$ cat config.mk
export PLATFORM = sky130hd
export DESIGN_NAME = kband_m0_arbiter_flat
export DESIGN_NICKNAME = d
export VERILOG_FILES = /design/src/rtl/kband_m0_arbiter_pkg.sv /design/src/rtl/kband_m0_arbiter_if.sv /design/src/rtl/kband_m0_arbiter_id_fifo.sv /design/src/rtl/kband_m0_arbiter.sv /design/src/flat_wrapper.sv
export SDC_FILE = /design/constraint.sdc
export NUM_CORES = 1
export LEC_CHECK = 0
export CAP_MARGIN = 15
export CORE_AREA = 2 2 324 326
export DETAILED_ROUTE_END_ITERATION = 8
export DIE_AREA = 0 0 326 328
export SYNTH_ARGS = -nofsm -noshare
export SYNTH_HDL_FRONTEND = slang
export SYNTH_SLANG_ARGS = --single-unit
$ cat constraint.sdc
create_clock -name clk_clk -period 3.9 [get_ports clk_clk]
set_input_delay 0.585 -clock clk_clk [delete_from_list [all_inputs] [get_ports clk_clk]]
set_output_delay 0.585 -clock clk_clk [all_outputs]
set_load 0.01 [all_outputs]
$ cat src/rtl/kband_m0_arbiter_pkg.sv
// Shared types and widths for the KBand m0 arbiter: requester IDs, FSM states
// and the entry format of the outstanding-read ID FIFO.
package kband_pkg;

  localparam int AW  = 30;
  localparam int DW  = 128;
  localparam int BEW = DW / 8;
  localparam int BCW = 5;

  typedef enum logic [1:0] {
    REQ_RD1 = 2'd0,
    REQ_RD2 = 2'd1,
    REQ_WR  = 2'd2
  } req_id_t;

  typedef enum logic [1:0] {
    ST_IDLE     = 2'd0,
    ST_RD_CMD   = 2'd1,
    ST_WR_BURST = 2'd2
  } state_t;

  typedef struct packed {
    req_id_t        id;
    logic [BCW-1:0] beats;
  } id_entry_t;

  function automatic req_id_t next_req(input req_id_t r);
    case (r)
      REQ_RD1: return REQ_RD2;
      REQ_RD2: return REQ_WR;
      default: return REQ_RD1;
    endcase
  endfunction

  // A zero-length burst is treated as a single beat so the counters never underflow.
  function automatic logic [BCW-1:0] coerce_burst(input logic [BCW-1:0] bc);
    return (bc == '0) ? BCW'(1) : bc;
  endfunction

endpackage

$ cat src/rtl/kband_m0_arbiter_if.sv
// Requester and m0 Avalon-MM signal bundle; the arbiter takes the master view,
// the surrounding DMA engines and memory take the slave view.
interface kband_m0_arbiter_if;
  import kband_pkg::*;

  logic           rd1_read, rd2_read;
  logic [AW-1:0]  rd1_address, rd2_address;
  logic [BCW-1:0] rd1_burstcount, rd2_burstcount;
  logic           rd1_waitrequest, rd2_waitrequest;
  logic [DW-1:0]  rd1_readdata, rd2_readdata;
  logic           rd1_readdatavalid, rd2_readdatavalid;

  logic           wr_write;
  logic [AW-1:0]  wr_address;
  logic [BCW-1:0] wr_burstcount;
  logic [DW-1:0]  wr_writedata;
  logic [BEW-1:0] wr_byteenable;
  logic           wr_waitrequest;

  logic           m0_waitrequest;
  logic [DW-1:0]  m0_readdata;
  logic           m0_readdatavalid;
  logic [AW-1:0]  m0_address;
  logic [BCW-1:0] m0_burstcount;
  logic           m0_read, m0_write;
  logic [DW-1:0]  m0_writedata;
  logic [BEW-1:0] m0_byteenable;
  logic           m0_debugaccess;

  modport master (
    input  rd1_read, rd1_address, rd1_burstcount, rd2_read, rd2_address, rd2_burstcount,
    output rd1_waitrequest, rd1_readdata, rd1_readdatavalid,
    output rd2_waitrequest, rd2_readdata, rd2_readdatavalid,
    input  wr_write, wr_address, wr_burstcount, wr_writedata, wr_byteenable,
    output wr_waitrequest,
    input  m0_waitrequest, m0_readdata, m0_readdatavalid,
    output m0_address, m0_burstcount, m0_read, m0_write, m0_writedata, m0_byteenable,
    output m0_debugaccess
  );

  modport slave (
    output rd1_read, rd1_address, rd1_burstcount, rd2_read, rd2_address, rd2_burstcount,
    input  rd1_waitrequest, rd1_readdata, rd1_readdatavalid,
    input  rd2_waitrequest, rd2_readdata, rd2_readdatavalid,
    output wr_write, wr_address, wr_burstcount, wr_writedata, wr_byteenable,
    input  wr_waitrequest,
    output m0_waitrequest, m0_readdata, m0_readdatavalid,
    input  m0_address, m0_burstcount, m0_read, m0_write, m0_writedata, m0_byteenable,
    input  m0_debugaccess
  );

endinterface

$ cat src/rtl/kband_m0_arbiter_id_fifo.sv
// Outstanding-read tracker: DEPTH entries of {owner id, burst length}, with
// simultaneous push and pop supported.
module kband_id_fifo
  import kband_pkg::*;
#(
  parameter  int DEPTH = 4,
  localparam int PW    = (DEPTH > 1) ? $clog2(DEPTH) : 1,
  localparam int CW    = $clog2(DEPTH + 1)
) (
  input  logic          clk,
  input  logic          rst_n,
  input  logic          push,
  input  id_entry_t     push_data,
  input  logic          pop,
  output id_entry_t     head,
  output logic          full,
  output logic          empty,
  output logic [CW-1:0] count
);

  id_entry_t     mem [DEPTH];
  logic [PW-1:0] wr_ptr, rd_ptr;
  logic          do_push, do_pop;

  // Push while full is dropped; the arbiter never grants a read when full.
  assign full    = (count == CW'(DEPTH));
  assign empty   = (count == '0);
  assign do_push = push & ~full;
  assign do_pop  = pop & ~empty;
  assign head    = mem[rd_ptr];

  function automatic logic [PW-1:0] wrap_inc(input logic [PW-1:0] p);
    return (p == PW'(DEPTH - 1)) ? '0 : p + PW'(1);
  endfunction

  always_ff @(posedge clk or negedge rst_n) begin
    if (!rst_n) begin
      wr_ptr <= '0;
      rd_ptr <= '0;
      count  <= '0;
    end else begin
      if (do_push) wr_ptr <= wrap_inc(wr_ptr);
      if (do_pop)  rd_ptr <= wrap_inc(rd_ptr);
      case ({do_push, do_pop})
        2'b10:   count <= count + CW'(1);
        2'b01:   count <= count - CW'(1);
        default: ;
      endcase
    end
  end

  always_ff @(posedge clk) begin
    if (do_push) mem[wr_ptr] <= push_data;
  end

endmodule

$ cat src/rtl/kband_m0_arbiter.sv
// Round-robin, burst-locked arbiter sharing Avalon-MM master m0 between two
// pipelined read streams and one write stream.
module kband_m0_arbiter
  import kband_pkg::*;
#(
  parameter int MAX_PENDING = 4
) (
  input  logic                clk_clk,
  input  logic                reset_reset_n,
  kband_m0_arbiter_if.master  bus
);

  localparam int CW = $clog2(MAX_PENDING + 1);

  state_t         state, state_nxt;
  req_id_t        rr_ptr, owner, grant_id, cand;
  logic           grant_vld, wr_beat, rd_vld_ok, last_beat, rd_err;
  logic [2:0]     elig;
  logic [AW-1:0]  sel_addr, m0_addr_q;
  logic [BCW-1:0] sel_bc, m0_bc_q, wr_left, ret_cnt;
  logic           fifo_push, fifo_pop, fifo_full, fifo_empty;
  logic [CW-1:0]  fifo_count;
  id_entry_t      fifo_head, push_entry;

  assign push_entry = '{id: owner, beats: m0_bc_q};

  kband_id_fifo #(.DEPTH(MAX_PENDING)) u_id_fifo (
    .clk       (clk_clk),
    .rst_n     (reset_reset_n),
    .push      (fifo_push),
    .push_data (push_entry),
    .pop       (fifo_pop),
    .head      (fifo_head),
    .full      (fifo_full),
    .empty     (fifo_empty),
    .count     (fifo_count)
  );

  // Grant selection: first eligible requester at or after the RR pointer
  always_comb begin
    elig      = {bus.wr_write, bus.rd2_read & ~fifo_full, bus.rd1_read & ~fifo_full};
    grant_vld = 1'b0;
    grant_id  = REQ_RD1;
    cand      = rr_ptr;
    for (int i = 0; i < 3; i++) begin
      if (!grant_vld && elig[cand]) begin
        grant_vld = 1'b1;
        grant_id  = cand;
      end
      cand = next_req(cand);
    end
    case (grant_id)
      REQ_RD1: begin sel_addr = bus.rd1_address; sel_bc = bus.rd1_burstcount; end
      REQ_RD2: begin sel_addr = bus.rd2_address; sel_bc = bus.rd2_burstcount; end
      default: begin sel_addr = bus.wr_address;  sel_bc = bus.wr_burstcount;  end
    endcase
  end

  always_ff @(posedge clk_clk or negedge reset_reset_n) begin
    if (!reset_reset_n) state <= ST_IDLE;
    else                state <= state_nxt;
  end

  always_comb begin
    state_nxt = state;
    fifo_push = 1'b0;
    wr_beat   = 1'b0;
    case (state)
      ST_IDLE:
        if (grant_vld) state_nxt = (grant_id == REQ_WR) ? ST_WR_BURST : ST_RD_CMD;
      ST_RD_CMD:
        if (!bus.m0_waitrequest) begin
          fifo_push = 1'b1;
          state_nxt = ST_IDLE;
        end
      ST_WR_BURST: begin
        wr_beat = bus.wr_write & ~bus.m0_waitrequest;
        if (wr_beat && wr_left == BCW'(1)) state_nxt = ST_IDLE;
      end
      default: state_nxt = ST_IDLE;
    endcase
  end

  always_ff @(posedge clk_clk or negedge reset_reset_n) begin
    if (!reset_reset_n) begin
      rr_ptr    <= REQ_RD1;
      owner     <= REQ_RD1;
      m0_addr_q <= '0;
      m0_bc_q   <= '0;
      wr_left   <= '0;
    end else if (state == ST_IDLE && grant_vld) begin
      owner     <= grant_id;
      rr_ptr    <= next_req(grant_id);
      m0_addr_q <= sel_addr;
      m0_bc_q   <= coerce_burst(sel_bc);
      wr_left   <= coerce_burst(sel_bc);
    end else if (wr_beat) begin
      wr_left   <= wr_left - BCW'(1);
    end
  end

  // Return path: beats belong to the oldest outstanding burst
  assign rd_vld_ok = bus.m0_readdatavalid & ~fifo_empty;
  assign last_beat = (ret_cnt + BCW'(1)) == fifo_head.beats;
  assign fifo_pop  = rd_vld_ok & last_beat;

  always_ff @(posedge clk_clk or negedge reset_reset_n) begin
    if (!reset_reset_n) begin
      ret_cnt <= '0;
      rd_err  <= 1'b0;
    end else begin
      if (rd_vld_ok) ret_cnt <= last_beat ? '0 : ret_cnt + BCW'(1);
      if (bus.m0_readdatavalid && fifo_empty) rd_err <= 1'b1;
    end
  end

  assign bus.rd1_waitrequest   = ~(state == ST_RD_CMD && owner == REQ_RD1 && !bus.m0_waitrequest);
  assign bus.rd2_waitrequest   = ~(state == ST_RD_CMD && owner == REQ_RD2 && !bus.m0_waitrequest);
  assign bus.wr_waitrequest    = (state == ST_WR_BURST) ? bus.m0_waitrequest : 1'b1;
  assign bus.rd1_readdata      = bus.m0_readdata;
  assign bus.rd2_readdata      = bus.m0_readdata;
  assign bus.rd1_readdatavalid = rd_vld_ok & (fifo_head.id == REQ_RD1);
  assign bus.rd2_readdatavalid = rd_vld_ok & (fifo_head.id == REQ_RD2);

  assign bus.m0_address     = m0_addr_q;
  assign bus.m0_burstcount  = m0_bc_q;
  assign bus.m0_read        = (state == ST_RD_CMD);
  assign bus.m0_write       = (state == ST_WR_BURST) & bus.wr_write;
  assign bus.m0_writedata   = bus.wr_writedata;
  assign bus.m0_byteenable  = (state == ST_WR_BURST) ? bus.wr_byteenable :
                              (state == ST_RD_CMD)   ? '1 : '0;
  assign bus.m0_debugaccess = 1'b0;

  no_orphan_beat: assert property (@(posedge clk_clk) disable iff (!reset_reset_n) !rd_err);
  fifo_in_range:  assert property (@(posedge clk_clk) disable iff (!reset_reset_n)
                                   fifo_count <= CW'(MAX_PENDING));

endmodule

$ cat src/flat_wrapper.sv
// flat-port wrapper written by rule: the top's interface ports become plain ports
module kband_m0_arbiter_flat import kband_pkg::*;
#(
  parameter int MAX_PENDING = 4
)
  (clk_clk, reset_reset_n, bus_rd1_read, bus_rd1_address, bus_rd1_burstcount, bus_rd2_read, bus_rd2_address, bus_rd2_burstcount, bus_rd1_waitrequest, bus_rd1_readdata, bus_rd1_readdatavalid, bus_rd2_waitrequest, bus_rd2_readdata, bus_rd2_readdatavalid, bus_wr_write, bus_wr_address, bus_wr_burstcount, bus_wr_writedata, bus_wr_byteenable, bus_wr_waitrequest, bus_m0_waitrequest, bus_m0_readdata, bus_m0_readdatavalid, bus_m0_address, bus_m0_burstcount, bus_m0_read, bus_m0_write, bus_m0_writedata, bus_m0_byteenable, bus_m0_debugaccess);
  kband_m0_arbiter_if bus_i ();
  input  logic clk_clk;
  input  logic reset_reset_n;
  input wire logic [$bits(bus_i.rd1_read)-1:0] bus_rd1_read;
  input wire logic [$bits(bus_i.rd1_address)-1:0] bus_rd1_address;
  input wire logic [$bits(bus_i.rd1_burstcount)-1:0] bus_rd1_burstcount;
  input wire logic [$bits(bus_i.rd2_read)-1:0] bus_rd2_read;
  input wire logic [$bits(bus_i.rd2_address)-1:0] bus_rd2_address;
  input wire logic [$bits(bus_i.rd2_burstcount)-1:0] bus_rd2_burstcount;
  output wire logic [$bits(bus_i.rd1_waitrequest)-1:0] bus_rd1_waitrequest;
  output wire logic [$bits(bus_i.rd1_readdata)-1:0] bus_rd1_readdata;
  output wire logic [$bits(bus_i.rd1_readdatavalid)-1:0] bus_rd1_readdatavalid;
  output wire logic [$bits(bus_i.rd2_waitrequest)-1:0] bus_rd2_waitrequest;
  output wire logic [$bits(bus_i.rd2_readdata)-1:0] bus_rd2_readdata;
  output wire logic [$bits(bus_i.rd2_readdatavalid)-1:0] bus_rd2_readdatavalid;
  input wire logic [$bits(bus_i.wr_write)-1:0] bus_wr_write;
  input wire logic [$bits(bus_i.wr_address)-1:0] bus_wr_address;
  input wire logic [$bits(bus_i.wr_burstcount)-1:0] bus_wr_burstcount;
  input wire logic [$bits(bus_i.wr_writedata)-1:0] bus_wr_writedata;
  input wire logic [$bits(bus_i.wr_byteenable)-1:0] bus_wr_byteenable;
  output wire logic [$bits(bus_i.wr_waitrequest)-1:0] bus_wr_waitrequest;
  input wire logic [$bits(bus_i.m0_waitrequest)-1:0] bus_m0_waitrequest;
  input wire logic [$bits(bus_i.m0_readdata)-1:0] bus_m0_readdata;
  input wire logic [$bits(bus_i.m0_readdatavalid)-1:0] bus_m0_readdatavalid;
  output wire logic [$bits(bus_i.m0_address)-1:0] bus_m0_address;
  output wire logic [$bits(bus_i.m0_burstcount)-1:0] bus_m0_burstcount;
  output wire logic [$bits(bus_i.m0_read)-1:0] bus_m0_read;
  output wire logic [$bits(bus_i.m0_write)-1:0] bus_m0_write;
  output wire logic [$bits(bus_i.m0_writedata)-1:0] bus_m0_writedata;
  output wire logic [$bits(bus_i.m0_byteenable)-1:0] bus_m0_byteenable;
  output wire logic [$bits(bus_i.m0_debugaccess)-1:0] bus_m0_debugaccess;
  assign bus_i.rd1_read = bus_rd1_read;
  assign bus_i.rd1_address = bus_rd1_address;
  assign bus_i.rd1_burstcount = bus_rd1_burstcount;
  assign bus_i.rd2_read = bus_rd2_read;
  assign bus_i.rd2_address = bus_rd2_address;
  assign bus_i.rd2_burstcount = bus_rd2_burstcount;
  assign bus_rd1_waitrequest = bus_i.rd1_waitrequest;
  assign bus_rd1_readdata = bus_i.rd1_readdata;
  assign bus_rd1_readdatavalid = bus_i.rd1_readdatavalid;
  assign bus_rd2_waitrequest = bus_i.rd2_waitrequest;
  assign bus_rd2_readdata = bus_i.rd2_readdata;
  assign bus_rd2_readdatavalid = bus_i.rd2_readdatavalid;
  assign bus_i.wr_write = bus_wr_write;
  assign bus_i.wr_address = bus_wr_address;
  assign bus_i.wr_burstcount = bus_wr_burstcount;
  assign bus_i.wr_writedata = bus_wr_writedata;
  assign bus_i.wr_byteenable = bus_wr_byteenable;
  assign bus_wr_waitrequest = bus_i.wr_waitrequest;
  assign bus_i.m0_waitrequest = bus_m0_waitrequest;
  assign bus_i.m0_readdata = bus_m0_readdata;
  assign bus_i.m0_readdatavalid = bus_m0_readdatavalid;
  assign bus_m0_address = bus_i.m0_address;
  assign bus_m0_burstcount = bus_i.m0_burstcount;
  assign bus_m0_read = bus_i.m0_read;
  assign bus_m0_write = bus_i.m0_write;
  assign bus_m0_writedata = bus_i.m0_writedata;
  assign bus_m0_byteenable = bus_i.m0_byteenable;
  assign bus_m0_debugaccess = bus_i.m0_debugaccess;
  kband_m0_arbiter #(.MAX_PENDING(MAX_PENDING)) u_core (.clk_clk(clk_clk), .reset_reset_n(reset_reset_n), .bus(bus_i));
endmodule
## Yosys cells after proc, flatten, opt, wreduce, memory -nomap -nowiden

Memory sizes are Yosys's and may differ from the RTL's.
Index checks and enable logic that the tools add are counted.
W data, S select, Z words.

| word-level totals | value |
|---|---|
| flip-flop bits (word level) | 58 |
| memory bits (writable) | 28 |
| output and inout bits | 443 |
| logic and storage cells | 112 |
| memories | 1 |

| operators by class | value |
|---|---|
| $add $sub $neg | 6 |
| magnitude comparators | 3 |
| equal/unequal tests | 18 |
| muxes and demuxes | 37 |
| bitwise operators | 15 |
| reductions and logical operators | 22 |

Memory list:

| name | words | bits a word | rd ports | clocked after Yosys merged registers in | write ports | RTL line | RTL |
|---|---|---|---|---|---|---|---|
| u_core.u_id_fifo.mem | 4 | 7 | 1 | 0 | 1 | kband_m0_arbiter_id_fifo.sv:21 | `id_entry_t mem [DEPTH];` |

Operators with widths:

| kind | number |
|---|---|
| $pmux W30 S2 | 1 |
| $mux W16 | 2 |
| $mux W5 | 4 |
| $mux W2 | 9 |
| $eq A2 B1 Y1 const B | 7 |
| $logic_not A2 Y1 | 6 |
| $mux W1 | 12 |
| $pmux W2 S2 | 3 |
| $and A1 B1 Y1 | 10 |
| $eq A2 B2 Y1 const B | 5 |
| $pmux W5 S2 | 1 |
| $lt A2 B3 Y1 const B | 3 |
| $logic_and A1 B1 Y1 | 8 |
| $bmux W1 S2 | 3 |
| $pmux W2 S3 | 1 |
| $pmux W3 S2 | 1 |
| $add A5 B1 Y5 const B | 1 |
| $eq A5 B1 Y1 const B | 1 |
| $eq A5 B5 Y1 | 1 |
| $logic_not A5 Y1 | 1 |
| $not A1 Y1 | 5 |
| $sub A5 B1 Y5 const B | 1 |
| $add A2 B1 Y2 const B | 2 |
| $ne A2 B1 Y1 const B | 2 |
| 8 further kinds | 11 |

## Depth between registers and ports, before layout

Gate-level depths: netlist (run 1).

| depth | value |
|---|---|
| word-level depth | 17 |
| mapped depth | 11 |
| gate-level depth less buffers | 11 |

## Cells and area by module

A second synthesis (run 1) with hierarchy kept.

| second synthesis, totals | value |
|---|---|
| cell total of the unflattened synthesis | 780 |
| area, all modules | 7263.2 µm² |

Modules (own cells, without submodules):

| module | instances | cells an instance | area an instance (µm²) | sequential area each (µm²) |
|---|---|---|---|---|
| kband_m0_arbiter | 1 | 703 | 5773.0 | 1276.2 |
| kband_id_fifo | 1 | 77 | 1490.2 | 1016.0 |

## Worst setup path before layout (run 1)

Ideal clock, no wire load.

| timing path | value |
|---|---|
| path kind | flip-flop to flip-flop |
| start point | reg u_core.ret_cnt[0] |
| end point | reg u_core.u_id_fifo.count[2] |
| arrival time | 2.726 ns |
| slack | 1.095 ns |
| cell stages (with the launch flop) | 12 |
| path buffers | 0 |
| cells stage by stage | dfrtp_1 -> ha_1 -> nand2b_1 -> mux2_2 -> o221a_2 -> nor4_4 -> ha_1 -> inv_1 -> fa_1 -> xor2_1 -> nor2_1 -> xor2_1 |

| between the ends | value |
|---|---|
| word-level cells in the longest chain between the ends | 6 |
| elaborated cells on any way between the ends | 8 |

Ends and longest elaborated chain:

| item | RTL line | RTL |
|---|---|---|
| from (decl) | kband_m0_arbiter.sv:20 | `logic [BCW-1:0] sel_bc, m0_bc_q, wr_left, ret_cnt;` |
| from (signal assigned) | kband_m0_arbiter.sv:112 | `if (rd_vld_ok) ret_cnt <= last_beat ? '0 : ret_cnt + BCW'(1);` |
| $add A5 B1 Y5 * | kband_m0_arbiter.sv:104 | `assign last_beat = (ret_cnt + BCW'(1)) == fifo_head.beats;` |
| $eq A5 B5 Y1 * | kband_m0_arbiter.sv:104 |  |
| $and A1 B1 Y1 * | kband_m0_arbiter.sv:105 | `assign fifo_pop = rd_vld_ok & last_beat;` |
| $and A1 B1 Y1 * | kband_m0_arbiter_id_fifo.sv:29 | `assign do_pop = pop & ~empty;` |
| via u_core.u_id_fifo.do_pop | kband_m0_arbiter_id_fifo.sv:23 | `logic do_push, do_pop;` |
| $eq A2 B1 Y1 / $eq A2 B2 Y1 (equally long branches) | kband_m0_arbiter_id_fifo.sv:44 | `case ({do_push, do_pop})` |
| $pmux W3 S2 / $reduce_bool A2 Y1 (equally long branches) | -- |  |
| to (signal assigned) | kband_m0_arbiter_id_fifo.sv:45 | `2'b10: count <= count + CW'(1);` |
| to (signal assigned) | kband_m0_arbiter_id_fifo.sv:46 | `2'b01: count <= count - CW'(1);` |
| to (decl) | kband_m0_arbiter_id_fifo.sv:18 | `output logic [CW-1:0] count` |

Mark *: on every way through the listed nets, which the timed path passes. The rest lies on a longest branch.
A chain may end at the register's enable or synchronous reset.

## Worst setup path in the final report (run 1)

| timing path | value |
|---|---|
| start point | reg u_core.u_id_fifo.rd_ptr[1] |
| end point | reg u_core.u_id_fifo.count[2] |

| between the ends | value |
|---|---|
| word-level cells in the longest chain between the ends | 6 |
| elaborated cells on any way between the ends | 8 |

Ends and longest elaborated chain:

| item | RTL line | RTL |
|---|---|---|
| from (decl) | kband_m0_arbiter_id_fifo.sv:22 | `logic [PW-1:0] wr_ptr, rd_ptr;` |
| from (signal assigned) | kband_m0_arbiter_id_fifo.sv:43 | `if (do_pop) rd_ptr <= wrap_inc(rd_ptr);` |
| $mem_v2 Z4 W7 * | -- |  |
| $eq A5 B5 Y1 * | kband_m0_arbiter.sv:104 |  |
| $and A1 B1 Y1 * | kband_m0_arbiter.sv:105 |  |
| $and A1 B1 Y1 * | kband_m0_arbiter_id_fifo.sv:29 |  |
| via u_core.u_id_fifo.do_pop | kband_m0_arbiter_id_fifo.sv:23 |  |
| $eq A2 B1 Y1 / $eq A2 B2 Y1 (equally long branches) | kband_m0_arbiter_id_fifo.sv:44 |  |
| $pmux W3 S2 / $reduce_bool A2 Y1 (equally long branches) | -- |  |

Marked as above.

==> impl_results.md, run 1 <==
* IO Pins at 827
* Syn nets at 1211
* Core area at 103000 um2
* Status: finished, final reports clean
* Setup TNS at 0 ps
* Largest net degree at the start of global routing at 77
* Crit start category: register
* Ys async rst share at 0.674
* Setup violators final at 0
* Quantity of hold-fixing buffers added after cts at 0
* Critical Path AT at 3430 ps
* Combinational Power Share at 0.499
* Worst-skew pair later-pin latency at 380 ps
* Sequential fraction of the synthesis area at 0.310
* First-pass GRT wire length at 45500 um
* Area post-placement at 8060 um2
* Peak VDD IR at 392 uV
* Internal power at 3190 uW
* Number of synthesis warnings at 0
* Antenna violations before repair at 2
* Max_slew headroom at 0.548
* TritonCTS clock tree: done
* Vias in the first global route at 5006
* P_leak at 0.00275 uW
* Synth Register Bits at 86
* # DRC at 0
* Max Clk Rate at 320 MHz
* Die Y at 328 um
* Netlist area before placement at 7380 um2
* # Post-CTS Setup Buffers at 0
* Antenna Nets Post-Route at 0
* Clk_skew at 12.8 ps
* RSZ-0062 raised after global routing: no
* Pin slew with the least headroom to its limit at 678 ps
* Final Critical Period at 3130 ps
* Area growth, synth to finish at 13.6%
* Hold WC Path Type: in2async
* Design Area, Final at 8390 um2
* Netlist cell types at 61
* Period Utilization, post-route at 0.802
* Root Buffer: clkbuf_16
* DRT iter0 DRCs at 168
* Crit-path max FO at 13
* WL final at 35700 um
* Pwr/cell area at 637 nW/um2
* Clock power share at 0.183
* Max clock buf depth at 2
* Post-CTS sizing at 0
* Initial Utilization at 0.0716
* Die ar. at 107000 um2
* Syn avg cell area at 9.04 um2
* Chip Width at 326 um
* DR pass1 iterations at 4
* Total GRT Usage at 0.0647
* Final GP Congestion at 0.726
* Clock Pin Slew Worst Setup and Hold Paths at 70 ps
* Switching power at 2150 uW
* CTS buffer count at 9
* Worst Path Required at 4200 ps
* Share of post-route cells with drive strength above 1 at 0.0827
* Max Cap Violations at 0
* Via/cell ratio at 2.31
* Post-synth EDFFs at 28
* Leading cell type in the layout, fill and taps excluded: clkdlybuf4s50_1
* CTS H-Tree Depth at 3
* Most frequent cells in the layout: clkdlybuf4s50_1 (184), nand2_1 (85), dfrtp_1 (58)
* Cell count after synthesis at 817
* Clock sinks at 86
* Critical path type: reg2reg
* Via count at 4609
* CP Capture Type: register
* FP Rows at 118
* Grt ovf at 0
* Synth Flop Type: dfrtp_1
* Post-DP HPWL at 31000 um
* WL/cell at 17.9 um
* Port bufs at 185
* Part of the power in registers at 0.318
* Slew Limit Fails at 0
* Nets at 1006
* Switching Share at 0.403
* Final hold vios at 0
==> power groups by stage <==
stage	clock (uW)	sequential, uW	combinational, uW
after detailed placement	0	1730	2700
final	979	1700	2670
after CTS	1030	1720	2720
after global routing	1060	1760	2940
after global placement	0	1720	2680
after floorplan	0	1610	1830
==> worst paths after layout <==
| path | from | end | slack [ps] | cells after the start |
|---|---|---|---|---|
| setup reg to reg | u_core.u_id_fifo.rd_ptr[1]$_DFFE_PN0P_ | u_core.u_id_fifo.count[2]$_DFFE_PN0P_ | 770 | 10 |
| max in group asynchronous | reset_reset_n | u_core.u_id_fifo.wr_ptr[0]$_DFFE_PN0P_ | 2730 | 2 |
| hold / removal | reset_reset_n | u_core.bus.m0_address[3]$_DFFE_PN0P_ | 120 | 1 |
| hold reg to reg | u_core.u_id_fifo.count[2]$_DFFE_PN0P_ | u_core.u_id_fifo.count[2]$_DFFE_PN0P_ | 510 | 1 |
| setup / recovery | u_core.u_id_fifo.rd_ptr[1]$_DFFE_PN0P_ | u_core.u_id_fifo.count[2]$_DFFE_PN0P_ | 770 | 10 |
| min in group clk_clk | u_core.u_id_fifo.count[2]$_DFFE_PN0P_ | u_core.u_id_fifo.count[2]$_DFFE_PN0P_ | 510 | 1 |
==> synth_stat cells (3+ instances only) <==
cell type	n	share of area
inv_1	12	0.0061
a21oi_1	3	0.0020
nand2_1	85	0.043
dfrtp_1	58	0.20
buf_2	16	0.011
nor3_1	5	0.0034
mux2_2	7	0.011
mux2i_1	7	0.0095
nand2b_1	7	0.0059
a31oi_1	30	0.025
and2_1	6	0.0051
ha_1	9	0.015
edfxtp_1	28	0.11
a221o_1	4	0.0054
o211ai_1	3	0.0030
buf_4	385	0.39
o21ai_0	8	0.0054
xor2_1	6	0.0071
mux4_2	4	0.012
clkbuf_1	9	0.0046
nor2b_1	3	0.0025
xnor2_1	3	0.0036
o31ai_1	4	0.0041
nand3_1	4	0.0027
a22oi_1	30	0.030
o211a_1	3	0.0041
nor2_1	37	0.019
==> final cells by class <==
| cell class | count | area (um2) |
|---|---|---|
| clock buffers | 12 | 279 |
| flip-flops and latches | 86 | 2290 |
| clock inverters | 4 | 48.8 |
| multi-input cells | 306 | 2040 |
| fillers | 12000 | 94800 |
| diodes | 2 | 5.00 |
| inverters | 12 | 45.0 |
| repair buffers | 197 | 1950 |
| well taps | 1380 | 1730 |
==> registers in the layout, summed over array words and instances (netlist names) <==
| signal | count |
|---|---|
| u_core.bus.m0_address | 30 |
| u_core.u_id_fifo.mem | 28 |
| u_core.bus.m0_burstcount | 5 |
| u_core.ret_cnt | 5 |
| u_core.wr_left | 5 |
| u_core.u_id_fifo.count | 3 |
| u_core.owner | 2 |
| u_core.rr_ptr | 2 |
| u_core.state | 2 |
| u_core.u_id_fifo.rd_ptr | 2 |
| u_core.u_id_fifo.wr_ptr | 2 |
==> cell families (layout without fill, tap and decap cells) <==
| group | Yosys count | after routing | synth area share |
|---|---|---|---|
| other | 1 | 3 | 0.000508 |
| xor gates and xnor gates | 12 | 12 | 0.0193 |
| and+or+nand+nor | 162 | 162 | 0.0988 |
| DFF | 86 | 86 | 0.310 |
| buffers and inverters | 425 | 225 | 0.416 |
| AOI/OAI and AO/OA | 101 | 101 | 0.0991 |
| adders and majority gates | 10 | 10 | 0.0180 |
| muxes | 20 | 20 | 0.0374 |
==> critical path: stages (launching register included) <==
cell and delay [ps]:
dfrtp_1 680, mux2i_1 280, mux2_2 370, o221a_2 320, nor4_4 290, ha_1 240
inv_1 60, fa_1 370, xor2_1 160, nor2_1 120, xor2_1 160
==> stage by stage <==
stage,utilization,setup slack (ps),std cells,power [uW],hold WS [ps]
final,0.0813,771,1999,5340,124
after global routing,0.0813,571,1997,5760,129
after CTS,0.0813,737,1997,5470,106
after detailed placement,0.0781,758,1981,4440,499
after global placement,0.0781,756,1981,4400,497
after floorplan,-,1090,817,3440,289
==> layer usage <==
layer  up-vias  global-route usage  routed length, um
li1       1928                   -                  -
met1      1950              0.0458               9250
met2       600              0.0900              14300
met3       129              0.0893              10200
met4         2              0.0341               1840
met5         -             0.00399                 57
No activity file was read; power rests on OpenSTA's default activity.
==> inputs of run 2 (changes only) <==
==> constraint.sdc (replaced) <==
create_clock -name clk_clk -period 3.25 [get_ports clk_clk]
set_input_delay 0.4875 -clock clk_clk [delete_from_list [all_inputs] [get_ports clk_clk]]
set_output_delay 0.4875 -clock clk_clk [all_outputs]
set_load 0.01 [all_outputs]
==> run 2 against run 1 <==
Compared with the run above:
- non-clock buffer count is 1 higher
- clock skew fell by 6.5 ps
- fmax rose by 6.4%
- clock power grew 13%
- hold slack gained 170 ps
- via count fell by 0.80%
==> impl_results.md, run 2 (synthesis results as in run 1) <==
* Vias in the first global route at 4880 (was 5006)
* TritonCTS clock tree: done (unchanged)
* Final hold vios at 0 (unchanged)
* Largest net degree at the start of global routing at 59 (was 77)
* Setup TNS at 0 ps (unchanged)
* Crit-path max FO at 5 (was 13)
* DRT iter0 DRCs at 167 (was 168)
* Clock sinks at 86 (unchanged)
* DR pass1 iterations at 6 (was 4)
* Most frequent cells in the layout: clkdlybuf4s50_1 (182), nand2_1 (85), dfrtp_1 (58) (was clkdlybuf4s50_1 (184), nand2_1 (85), dfrtp_1 (58))
* Slew Limit Fails at 0 (unchanged)
* Initial Utilization at 0.0716 (unchanged)
* Chip Width at 326 um (unchanged)
* Reg2Reg Setup Slack at 310 ps (was 770 ps)
* # Post-CTS Setup Buffers at 0 (unchanged)
* Max clock buf depth at 2 (unchanged)
* CTS buffer count at 9 (unchanged)
* Final GP Congestion at 0.763 (was 0.726)
* RSZ-0062 raised after global routing: no (unchanged)
* # DRC at 0 (unchanged)
* Critical Path AT at 3230 ps (was 3430 ps)
* Share of post-route cells with drive strength above 1 at 0.0874 (was 0.0827)
* Max Cap Violations at 0 (unchanged)
* Post-DP HPWL at 29300 um (was 31000 um)
* WL/cell at 16.8 um (was 17.9 um)
* CP peak stage delay at 420 ps (was 680 ps)
* Peak VDD IR at 436 uV (was 392 uV)
* IO Pins at 827 (unchanged)
* Pwr/cell area at 744 nW/um2 (was 637 nW/um2)
* Total GRT Usage at 0.0591 (was 0.0647)
* Reg2Reg Launch Point: u_core.ret_cnt[0]$_DFFE_PN0P_ (was u_core.u_id_fifo.rd_ptr[1]$_DFFE_PN0P_)
* CP Capture Type: register (unchanged)
* Area growth, synth to finish at 13.5% (was 13.6%)
* Slowest cell on the critical path: dfrtp_1 (unchanged)
* Max_slew headroom at 0.440 (was 0.548)
* Hold WS at 296 ps (was 124 ps)
* Setup violators final at 0 (unchanged)
* Nets at 1007 (was 1006)
* FP Rows at 118 (unchanged)
* Max Used Layer: met5 (unchanged)
* Critical path cell sequence: ha_1 > nand2b_1 > mux2_2 > o221a_2 > nor4_4 > ha_1 > inv_1 > fa_1 > xor2_1 > nor2_1 > xor2_1 (was mux2i_1 > mux2_2 > o221a_2 > nor4_4 > ha_1 > inv_1 > fa_1 > xor2_1 > nor2_1 > xor2_1)
* Worst R2R End: u_core.u_id_fifo.count[2]$_DFFE_PN0P_ (unchanged)
* Hold WC Path Type: in2async (unchanged)
* Root Buffer: clkbuf_16 (unchanged)
* WL final at 33600 um (was 35700 um)
* Core area at 103000 um2 (unchanged)
* Leading cell type in the layout, fill and taps excluded: clkdlybuf4s50_1 (unchanged)
* Post-CTS sizing at 0 (unchanged)
* Die ar. at 107000 um2 (unchanged)
* Status: finished, final reports clean (unchanged)
* Critical path type: reg2reg (unchanged)
* Antenna Nets Post-Route at 0 (unchanged)
* Via count at 4572 (was 4609)
* Worst-skew pair later-pin latency at 360 ps (was 380 ps)
* WL met2 at 14700 um (was 14300 um)
* P_leak at 0.00276 uW (was 0.00275 uW)
* Grt ovf at 0 (unchanged)
* Quantity of hold-fixing buffers added after cts at 0 (unchanged)
* Max Clk Rate at 340 MHz (was 320 MHz)
* Antenna violations before repair at 2 (unchanged)
* Max reg flops at 30 (unchanged)
* Met1 WL at 7150 um (was 9250 um)
* Clk_skew at 6.27 ps (was 12.8 ps)
* Port bufs at 185 (unchanged)
* Via/cell ratio at 2.29 (was 2.31)
* Final Critical Period at 2940 ps (was 3130 ps)
* DR WL met3 at 10300 um (was 10200 um)
* Worst Path Required at 3540 ps (was 4200 ps)
* CTS H-Tree Depth at 3 (unchanged)
* Crit start category: register (unchanged)
* Die Y at 328 um (unchanged)
* Diode count at 0 (was 2)
* Clock Pin Slew Worst Setup and Hold Paths at 70 ps (about the same)
* First-pass GRT wire length at 42600 um (was 45500 um)
* Period Utilization, post-route at 0.905 (was 0.802)
* R2R depth at 11 (was 10)
* # fillers at 12000 (about the same)
* Pin slew with the least headroom to its limit at 838 ps (was 678 ps)
[run 2: cell types whose count changed in the layout (fill, tap and decap cells not counted), sizes merged]
cell | before | now
inv | 13 | 17
diode | 2 | 0
clkbuf | 12 | 9
clkinvlp | 1 | 0
buf | 13 | 16
clkdlybuf4s50 | 184 | 182
[run 2: worst max path at each step]
stage,from,end,slack (ps),cells past startpoint
after detailed placement,u_core.ret_cnt[0]$_DFFE_PN0P_,u_core.u_id_fifo.count[2]$_DFFE_PN0P_,280,11
final,u_core.ret_cnt[0]$_DFFE_PN0P_,u_core.u_id_fifo.count[2]$_DFFE_PN0P_,310,11
after CTS,u_core.ret_cnt[0]$_DFFE_PN0P_,u_core.u_id_fifo.count[2]$_DFFE_PN0P_,290,11
after global routing,u_core.ret_cnt[0]$_DFFE_PN0P_,u_core.u_id_fifo.count[2]$_DFFE_PN0P_,120,11
after global placement,u_core.ret_cnt[0]$_DFFE_PN0P_,u_core.u_id_fifo.count[2]$_DFFE_PN0P_,300,11
after floorplan,u_core.ret_cnt[0]$_DFFE_PN0P_,u_core.u_id_fifo.count[2]$_DFFE_PN0P_,440,11
[run 2: cell type report]
| cell class | instances | area [um2] | area share |
|---|---|---|---|
| clock buffer | 9 | 225 | 0.0269 |
| inverter | 12 | 45.0 | 0.00537 |
| clock inverter | 7 | 87.6 | 0.0105 |
| sequential | 86 | 2290 | 0.274 |
| timing repair buffer | 198 | 1960 | 0.234 |
| multi-input combinational | 306 | 2040 | 0.243 |
| tap | 1380 | 1730 | 0.206 |
[run 2: worst max-delay path: cells and delay by family (launching register included)]
| family | cells | cell delay (ps) |
|---|---|---|
| compound gates | 1 | 320 |
| simple gates | 3 | 550 |
| flops | 1 | 420 |
| buf+inv | 1 | 60 |
| mux | 1 | 270 |
| fa+ha+maj | 3 | 970 |
| xor+xnor | 2 | 290 |
[run 2: power breakdown]
group / internal, uW / total [uW] / switching (uW)
Clock: 617 / 1110 / 498
Sequential: 1580 / 1920 / 339
Combinational: 1580 / 3210 / 1620
[run 2: per-stage QoR]
stage | total power, uW | std cells | utilization | setup slack [ps] | cell area, um2
2_1_floorplan | 4130 | 817 | - | 445 | 7380
3_3_place_gp | 5190 | 1982 | 0.0782 | 300 | 8070
3_5_place_dp | 5230 | 1982 | 0.0782 | 282 | 8070
4_1_cts | 6390 | 1998 | 0.0812 | 288 | 8380
5_1_grt | 6760 | 1998 | 0.0812 | 118 | 8380
6_report | 6240 | 1998 | 0.0812 | 309 | 8380
[run 2: per-layer routing]
layer | GRT usage | vias up
li1 | - | 1922
met5 | 0.0133 | -
met1 | 0.0341 | 1931
met3 | 0.0857 | 121
met2 | 0.0906 | 590
met4 | 0.0247 | 8
